==> config.mk <==
export PLATFORM = sky130hd
export DESIGN_NAME = fc_stream_tx_flat
export DESIGN_NICKNAME = d
export VERILOG_FILES = /design/src/rtl/fc_stream_tx_if.sv /design/src/rtl/fc_stream_tx.sv /design/src/flat_wrapper.sv
export SDC_FILE = /design/constraint.sdc
export NUM_CORES = 1
export LEC_CHECK = 0
export ABC_AREA = 1
export CAP_MARGIN = 40
export CORE_MARGIN = 2
export CORE_UTILIZATION = 35
export DETAILED_ROUTE_END_ITERATION = 10
export PLACE_DENSITY = 0.62
export SLEW_MARGIN = 30
export SYNTH_ARGS = -nofsm -noshare
export SYNTH_HDL_FRONTEND = slang
export SYNTH_SLANG_ARGS = --single-unit
==> constraint.sdc <==
create_clock -name clk -period 2.45 [get_ports clk]
set_input_delay 0.49 -clock clk [delete_from_list [all_inputs] [get_ports clk]]
set_output_delay 0.49 -clock clk [all_outputs]
set_load 0.01 [all_outputs]
==> src/rtl/fc_stream_tx_if.sv <==
// fc_stream_tx bus bundle: config, byte stream, FC front end and result port.
// Optional FC_STREAM_TX_RELU_EN lives in the core; this file is unaffected.
interface fc_stream_tx_if #(
  parameter int BIAS_W = 25,
  parameter int RES_W  = 21
);
  logic              cfg_start;
  logic [BIAS_W-1:0] cfg_bias;
  logic              in_valid;
  logic              in_ready;
  logic [7:0]        in_d_byte;
  logic [7:0]        in_w_byte;
  logic [63:0]       d_64bit;
  logic [63:0]       w_64bit;
  logic [BIAS_W-1:0] bias;
  logic              word_strobe;
  logic [RES_W-1:0]  final_out;
  logic              cyc_done;
  logic              res_valid;
  logic              res_ready;
  logic [RES_W-1:0]  res_data;
  logic              busy;
  logic              err_spurious;

  modport master (
    output cfg_start, cfg_bias, in_valid, in_d_byte, in_w_byte,
    output final_out, cyc_done, res_ready,
    input  in_ready, d_64bit, w_64bit, bias, word_strobe,
    input  res_valid, res_data, busy, err_spurious
  );

  modport slave (
    input  cfg_start, cfg_bias, in_valid, in_d_byte, in_w_byte,
    input  final_out, cyc_done, res_ready,
    output in_ready, d_64bit, w_64bit, bias, word_strobe,
    output res_valid, res_data, busy, err_spurious
  );
endinterface

==> src/rtl/fc_stream_tx.sv <==
// Byte-pair packer feeding the FC front end; returns one neuron result.
// FC_STREAM_TX_RELU_EN clamps negative results to zero at capture.
module fc_stream_tx #(
  parameter int WORDS_PER_NEURON = 64,
  parameter int BIAS_W           = 25,
  parameter int RES_W            = 21
) (
  input  logic              clk,
  input  logic              rstn,
  fc_stream_tx_if.slave     bus
);

  localparam int WC_W = (WORDS_PER_NEURON > 1) ?
                        $clog2(WORDS_PER_NEURON) : 1;
  localparam logic [WC_W-1:0] LAST_WORD = WC_W'(WORDS_PER_NEURON - 1);

  typedef enum logic [1:0] {
    S_IDLE   = 2'd0,
    S_FILL   = 2'd1,
    S_WAIT   = 2'd2,
    S_RESULT = 2'd3
  } state_t;

  state_t r_state;
  state_t w_nxt;

  logic [2:0]        r_byte_cnt;
  logic [WC_W-1:0]   r_word_cnt;
  logic [63:0]       r_d_pack;
  logic [63:0]       r_w_pack;
  logic [63:0]       r_d_out;
  logic [63:0]       r_w_out;
  logic              r_strobe;
  logic [BIAS_W-1:0] r_bias;
  logic              r_res_valid;
  logic [RES_W-1:0]  r_res_data;
  logic              r_err;

  logic w_in_ready;
  logic w_busy;
  logic w_start;
  logic w_acc;
  logic w_issue;
  logic w_cap;
  logic w_hs;
  logic w_last;

  always_ff @(posedge clk or negedge rstn) begin
    if (!rstn) r_state <= S_IDLE;
    else       r_state <= w_nxt;
  end

  always_comb begin
    w_nxt = r_state;
    unique case (r_state)
      S_IDLE:   if (bus.cfg_start)           w_nxt = S_FILL;
      S_FILL:   if (w_issue && w_last)       w_nxt = S_WAIT;
      S_WAIT:   if (bus.cyc_done)            w_nxt = S_RESULT;
      S_RESULT: if (w_hs)                    w_nxt = S_IDLE;
      default:                               w_nxt = S_IDLE;
    endcase
  end

  always_comb begin
    w_in_ready = (r_state == S_FILL);
    w_busy     = (r_state != S_IDLE);
    w_start    = (r_state == S_IDLE) && bus.cfg_start;
    w_acc      = w_in_ready && bus.in_valid;
    w_issue    = w_acc && (r_byte_cnt == 3'd7);
    w_last     = (r_word_cnt == LAST_WORD);
    w_cap      = (r_state == S_WAIT) && bus.cyc_done;
    w_hs       = (r_state == S_RESULT) && r_res_valid && bus.res_ready;
  end

  always_ff @(posedge clk or negedge rstn) begin
    if (!rstn) begin
      r_byte_cnt <= '0;
      r_word_cnt <= '0;
      r_d_pack   <= '0;
      r_w_pack   <= '0;
      r_bias     <= '0;
    end else begin
      if (w_start) begin
        r_bias     <= bus.cfg_bias;
        r_byte_cnt <= '0;
        r_word_cnt <= '0;
      end
      if (w_acc) begin
        r_d_pack[{r_byte_cnt, 3'b000} +: 8] <= bus.in_d_byte;
        r_w_pack[{r_byte_cnt, 3'b000} +: 8] <= bus.in_w_byte;
        r_byte_cnt <= r_byte_cnt + 3'd1;
      end
      if (w_issue) r_word_cnt <= r_word_cnt + 1'b1;
    end
  end

  // Idle cycles drive zero words so the accumulator sees zero products.
  always_ff @(posedge clk or negedge rstn) begin
    if (!rstn) begin
      r_d_out  <= '0;
      r_w_out  <= '0;
      r_strobe <= 1'b0;
    end else begin
      r_strobe <= w_issue;
      r_d_out  <= w_issue ? {bus.in_d_byte, r_d_pack[55:0]} : 64'd0;
      r_w_out  <= w_issue ? {bus.in_w_byte, r_w_pack[55:0]} : 64'd0;
    end
  end

  always_ff @(posedge clk or negedge rstn) begin
    if (!rstn) begin
      r_res_valid <= 1'b0;
      r_res_data  <= '0;
      r_err       <= 1'b0;
    end else begin
      if (w_cap) begin
        r_res_valid <= 1'b1;
`ifdef FC_STREAM_TX_RELU_EN
        r_res_data  <= bus.final_out[RES_W-1] ? '0 : bus.final_out;
`else
        r_res_data  <= bus.final_out;
`endif
      end else if (w_hs) begin
        r_res_valid <= 1'b0;
      end
      if (bus.cyc_done && (r_state != S_WAIT)) r_err <= 1'b1;
      else if (w_start)                        r_err <= 1'b0;
    end
  end

  assign bus.in_ready     = w_in_ready;
  assign bus.busy         = w_busy;
  assign bus.d_64bit      = r_d_out;
  assign bus.w_64bit      = r_w_out;
  assign bus.word_strobe  = r_strobe;
  assign bus.bias         = r_bias;
  assign bus.res_valid    = r_res_valid;
  assign bus.res_data     = r_res_data;
  assign bus.err_spurious = r_err;

endmodule

==> src/flat_wrapper.sv <==
// flat-port wrapper written by rule: the top's interface ports become plain ports
module fc_stream_tx_flat 
#(
  parameter int WORDS_PER_NEURON = 64,
  parameter int BIAS_W           = 25,
  parameter int RES_W            = 21
)
  (clk, rstn, bus_cfg_start, bus_cfg_bias, bus_in_valid, bus_in_d_byte, bus_in_w_byte, bus_final_out, bus_cyc_done, bus_res_ready, bus_in_ready, bus_d_64bit, bus_w_64bit, bus_bias, bus_word_strobe, bus_res_valid, bus_res_data, bus_busy, bus_err_spurious);
  fc_stream_tx_if #(.BIAS_W(BIAS_W), .RES_W(RES_W)) bus_i ();
  input  logic clk;
  input  logic rstn;
  input wire logic [$bits(bus_i.cfg_start)-1:0] bus_cfg_start;
  input wire logic [$bits(bus_i.cfg_bias)-1:0] bus_cfg_bias;
  input wire logic [$bits(bus_i.in_valid)-1:0] bus_in_valid;
  input wire logic [$bits(bus_i.in_d_byte)-1:0] bus_in_d_byte;
  input wire logic [$bits(bus_i.in_w_byte)-1:0] bus_in_w_byte;
  input wire logic [$bits(bus_i.final_out)-1:0] bus_final_out;
  input wire logic [$bits(bus_i.cyc_done)-1:0] bus_cyc_done;
  input wire logic [$bits(bus_i.res_ready)-1:0] bus_res_ready;
  output wire logic [$bits(bus_i.in_ready)-1:0] bus_in_ready;
  output wire logic [$bits(bus_i.d_64bit)-1:0] bus_d_64bit;
  output wire logic [$bits(bus_i.w_64bit)-1:0] bus_w_64bit;
  output wire logic [$bits(bus_i.bias)-1:0] bus_bias;
  output wire logic [$bits(bus_i.word_strobe)-1:0] bus_word_strobe;
  output wire logic [$bits(bus_i.res_valid)-1:0] bus_res_valid;
  output wire logic [$bits(bus_i.res_data)-1:0] bus_res_data;
  output wire logic [$bits(bus_i.busy)-1:0] bus_busy;
  output wire logic [$bits(bus_i.err_spurious)-1:0] bus_err_spurious;
  assign bus_i.cfg_start = bus_cfg_start;
  assign bus_i.cfg_bias = bus_cfg_bias;
  assign bus_i.in_valid = bus_in_valid;
  assign bus_i.in_d_byte = bus_in_d_byte;
  assign bus_i.in_w_byte = bus_in_w_byte;
  assign bus_i.final_out = bus_final_out;
  assign bus_i.cyc_done = bus_cyc_done;
  assign bus_i.res_ready = bus_res_ready;
  assign bus_in_ready = bus_i.in_ready;
  assign bus_d_64bit = bus_i.d_64bit;
  assign bus_w_64bit = bus_i.w_64bit;
  assign bus_bias = bus_i.bias;
  assign bus_word_strobe = bus_i.word_strobe;
  assign bus_res_valid = bus_i.res_valid;
  assign bus_res_data = bus_i.res_data;
  assign bus_busy = bus_i.busy;
  assign bus_err_spurious = bus_i.err_spurious;
  fc_stream_tx #(.WORDS_PER_NEURON(WORDS_PER_NEURON), .BIAS_W(BIAS_W), .RES_W(RES_W)) u_core (.clk(clk), .rstn(rstn), .bus(bus_i));
endmodule
==> results.yml <==
place:
  gpl.final_weighted_congestion: 0.760
  port_buffers: 246
  pre_cts_ws_ps: 247
  hpwl_um: 18900
  placed_cells_incl_taps: 1736
setup_path:
  arrival_ps: 1830
  timing.critical_path.required_ps: 1960
  cp-end-kind: "output port"
  crit_family: "buffers and inverters"
  cp-startpoint: "u_core.r_state[0]"
  critical_path_class: "register to output port"
  cp_max_fo: 3
  cp_cell_sequence: "inv_1 -> ha_1 -> inv_1 -> clkdlybuf4s50_1"
  worst_path_largest_cell_delay_ps: 550
  cp_num_buf_inv: 3
  critical-path-slowest-cell: "clkdlybuf4s50_1"
  critical-path-top-cell-by-count: "inv_1"
  worst_setup_sp_type: "register"
  worstReg2RegStart: "u_core.r_byte_cnt[1]"
sta:
  timing.setup.tns_ps: 0
  rsz0062_at_grt: "false"
  hold_slack_ps: 468
  min_period_over_period_pct: 94.6
  max_slew_margin_vs_limit_pct: 60.3
  setup_viol: 0
  worst_setup_skew_after_layout_ps: 20.9
  hold_violations: 0
  clock.fmax_mhz: 431
  finalWorstSetupSlack_ps: 132
  slew_violations: 0
  final_period_minus_worst_setup_slack_ps: 2320
  max_slew.worst_pin.slew_ps: 596
job:
  drv.max_cap_violation_count: 0
synth:
  synth-seq-cells: 300
  post_synth_mux_area_share_pct: 2.14
  yosysUniqueCellTypes: 26
  syn-cell-area_um2: 11000
  main_combinational_cell_family_by_area_after_synthesis: "simple AND/OR/NAND/NOR gates"
  post_synth_fa_ha_maj_area_fraction_pct: 1.25
  number_of_flops_mapped_to_enable_cells_by_yosys: 0
  syn_area_per_cell_um2: 10.0
  post-synth-top-area-fraction_pct: 68.1
  fraction_of_synthesis_flops_using_an_asynchronous_set_or_reset_pin_pct: 100
  yosysWarningCount: 0
  netlist_top_cells_area: "dfrtp_1 68%, nand2_1 9.9%, nor2_1 5.4%"
  synth-xor-area-share_pct: 0.0794
  synthesis.nets: 1181
  portion_of_the_post_synthesis_area_used_by_sequential_elements_pct: 68.1
  yosysTopAreaCell: "dfrtp_1"
  yosys_most_used_dff: "dfrtp_1"
  synth_compound_gate_area_share_pct: 3.56
  synth_simple_gate_area_share_pct: 18.1
  netlist_instances: 1102
pwr:
  total_power_consumption_uw: 14800
  leakage_uw: 0.00733
  vdd_drop_max_mv: 0.769
  pwr_density_cell_nw_per_um2: 968
clock_network:
  cts-buffers-inserted: 34
  clk-insertion-delay-late_ps: 510
  clock_sinks: 300
  clk_pin_slew_worst_paths_ps: 60
  h_tree_depth: 2
  clk_root_buffer_cell: "clkbuf_16"
  tritoncts: "yes"
  cts-root-to-sink-buffers: 3
detailed_routing:
  drt_first_iter_violations: 364
  routedWlPerCell_um: 15.1
  drtAntennaViolNets: 0
  via_per_inst: 4.50
  routed_wl_um: 27100
  first_pass_drt_iterations: 6
  drc: 0
  vias: 8092
cells_and_area:
  fin_cells: 1797
  num_antenna_cells: 0
  area.growth.synth_to_final_pct: 38.6
  layout.filler_cells: 2906
  nets: 1452
  post_route_cells_drive_above_1_share_pct: 8.82
global_routing:
  grt_first_pass_wirelength_um: 44200
  grt_antenna_before_repair: 1
  first_global_vias: 8311
  track_usage_pct: 17.0
  pin_count_of_the_biggest_net_entering_global_routing: 88
  grt_remaining_overflow: 0
die:
  design.die.area_um2: 33000
  chipHeight_um: 182
  floorplan.initialDensity_pct: 35.2
  floorplan.io_pins: 247
  core.rowCount: 65
  core_area_um2: 31300
  floorplan.die.width_um: 182
worst_hold_path:
  min_from: "u_core.r_d_pack[21]"
  min_delay_path_class: "register to register"
run_status:
  run_status: "complete, no violations"
## layout make-up
class	instances	area, µm²	area share, %
flip-flops and latches	300	7510	49.1
repair buffers	278	2830	18.5
multi-input cells	612	2790	18.2
clock buffers	49	1030	6.73
inverters	147	552	3.61
well taps	402	503	3.29
clock inverters	9	80.1	0.524
## layout by cell type, fill, tap and decap left out, types with 2 or more instances in the layout
master / n
clkbuf_8: 10
a21oi_1: 9
clkinv_2: 5
nand3b_1: 2
nand3_1: 27
nand2_1: 291
ha_1: 11
clkbuf_16: 35
clkdlybuf4s50_1: 244
nand4_1: 12
nand2_2: 2
nor2_1: 159
o21ai_0: 64
inv_2: 5
clkbuf_1: 4
mux2_2: 21
nor2_2: 3
buf_12: 9
o22ai_1: 2
dfrtp_1: 300
inv_1: 142
buf_4: 22
## worst paths after layout
check / slack, ps / cells past startpoint / end
worst max-delay path: 130 / 4 / bus_busy
worst max register to register: 290 / 9 / u_core.r_d_pack[25]
max in group asynchronous: 1200 / 3 / u_core.bus.bias[23]
worst min register to register: 470 / 2 / u_core.r_d_pack[21]
min in group asynchronous: 560 / 2 / u_core.r_w_pack[38]
worst min-delay path: 470 / 2 / u_core.r_d_pack[21]
## kinds of logic after synthesis
group | count (synthesis)
buffers and inverters | 190
DFF | 300
and+or+nand+nor | 502
xor gates and xnor gates | 1
AOI/OAI and AO/OA | 77
muxes | 21
adders and majority gates | 11
## where the power goes
group / internal, µW / switching (µW)
Combinational: 1600 / 1870
Clock: 3010 / 1950
Sequential: 5860 / 497
## sequential cells by signal (all words and copies together), names as in the netlist, 2 cells and up
| signal | flops |
|---|---|
| u_core.bus.w_64bit | 64 |
| u_core.r_byte_cnt | 3 |
| u_core.r_w_pack | 56 |
| u_core.r_state | 2 |
| u_core.r_word_cnt | 6 |
| u_core.bus.res_data | 21 |
| u_core.r_d_pack | 56 |
| u_core.bus.bias | 25 |
| u_core.bus.d_64bit | 64 |
## synth_stat cells, types with 5 or more instances
| master | n |
|---|---|
| dfrtp_1 | 300 |
| nand2_1 | 292 |
| nor2_1 | 159 |
| inv_1 | 142 |
| o21ai_0 | 64 |
| nand3_1 | 27 |
| buf_2 | 24 |
| mux2_2 | 21 |
| clkbuf_1 | 15 |
| nand4_1 | 12 |
| ha_1 | 11 |
| a21oi_1 | 9 |
| inv_2 | 5 |
## layer usage
| metal | vias to the layer above | track usage, % | wire, µm |
|---|---|---|---|
| met1 | 3894 | 21.6 | 11400 |
| met2 | 281 | 27.6 | 12600 |
| li1 | 3869 | - | - |
| met4 | 2 | 5.20 | 682 |
| met5 | - | 0 | 13 |
| met3 | 46 | 5.80 | 2420 |
## tightest hold or removal path, delay by kind of cell (launching register included)
family | cells | cell delay, ps
flops | 1 | 340
simple gates | 2 | 100
## metrics by stage
| step | utilization (%) | cell area [µm²] |
|---|---|---|
| floorplan | - | 11000 |
| global placement | 45.2 | 14100 |
| detailed placement | 45.2 | 14100 |
| CTS | 48.7 | 15300 |
| global route | 48.8 | 15300 |
| finish | 48.8 | 15300 |
## what timing repair did
| action | in CTS | in global routing |
|---|---|---|
| setup buffers | 0 | 2 |
| setup endpoints to repair | 0 | 7 |
| hold buffers | 1 | 0 |
| hold endpoints to repair | 57 | 0 |
| gates resized for setup | 0 | 2 |
Power figures use the tool's default switching activity.
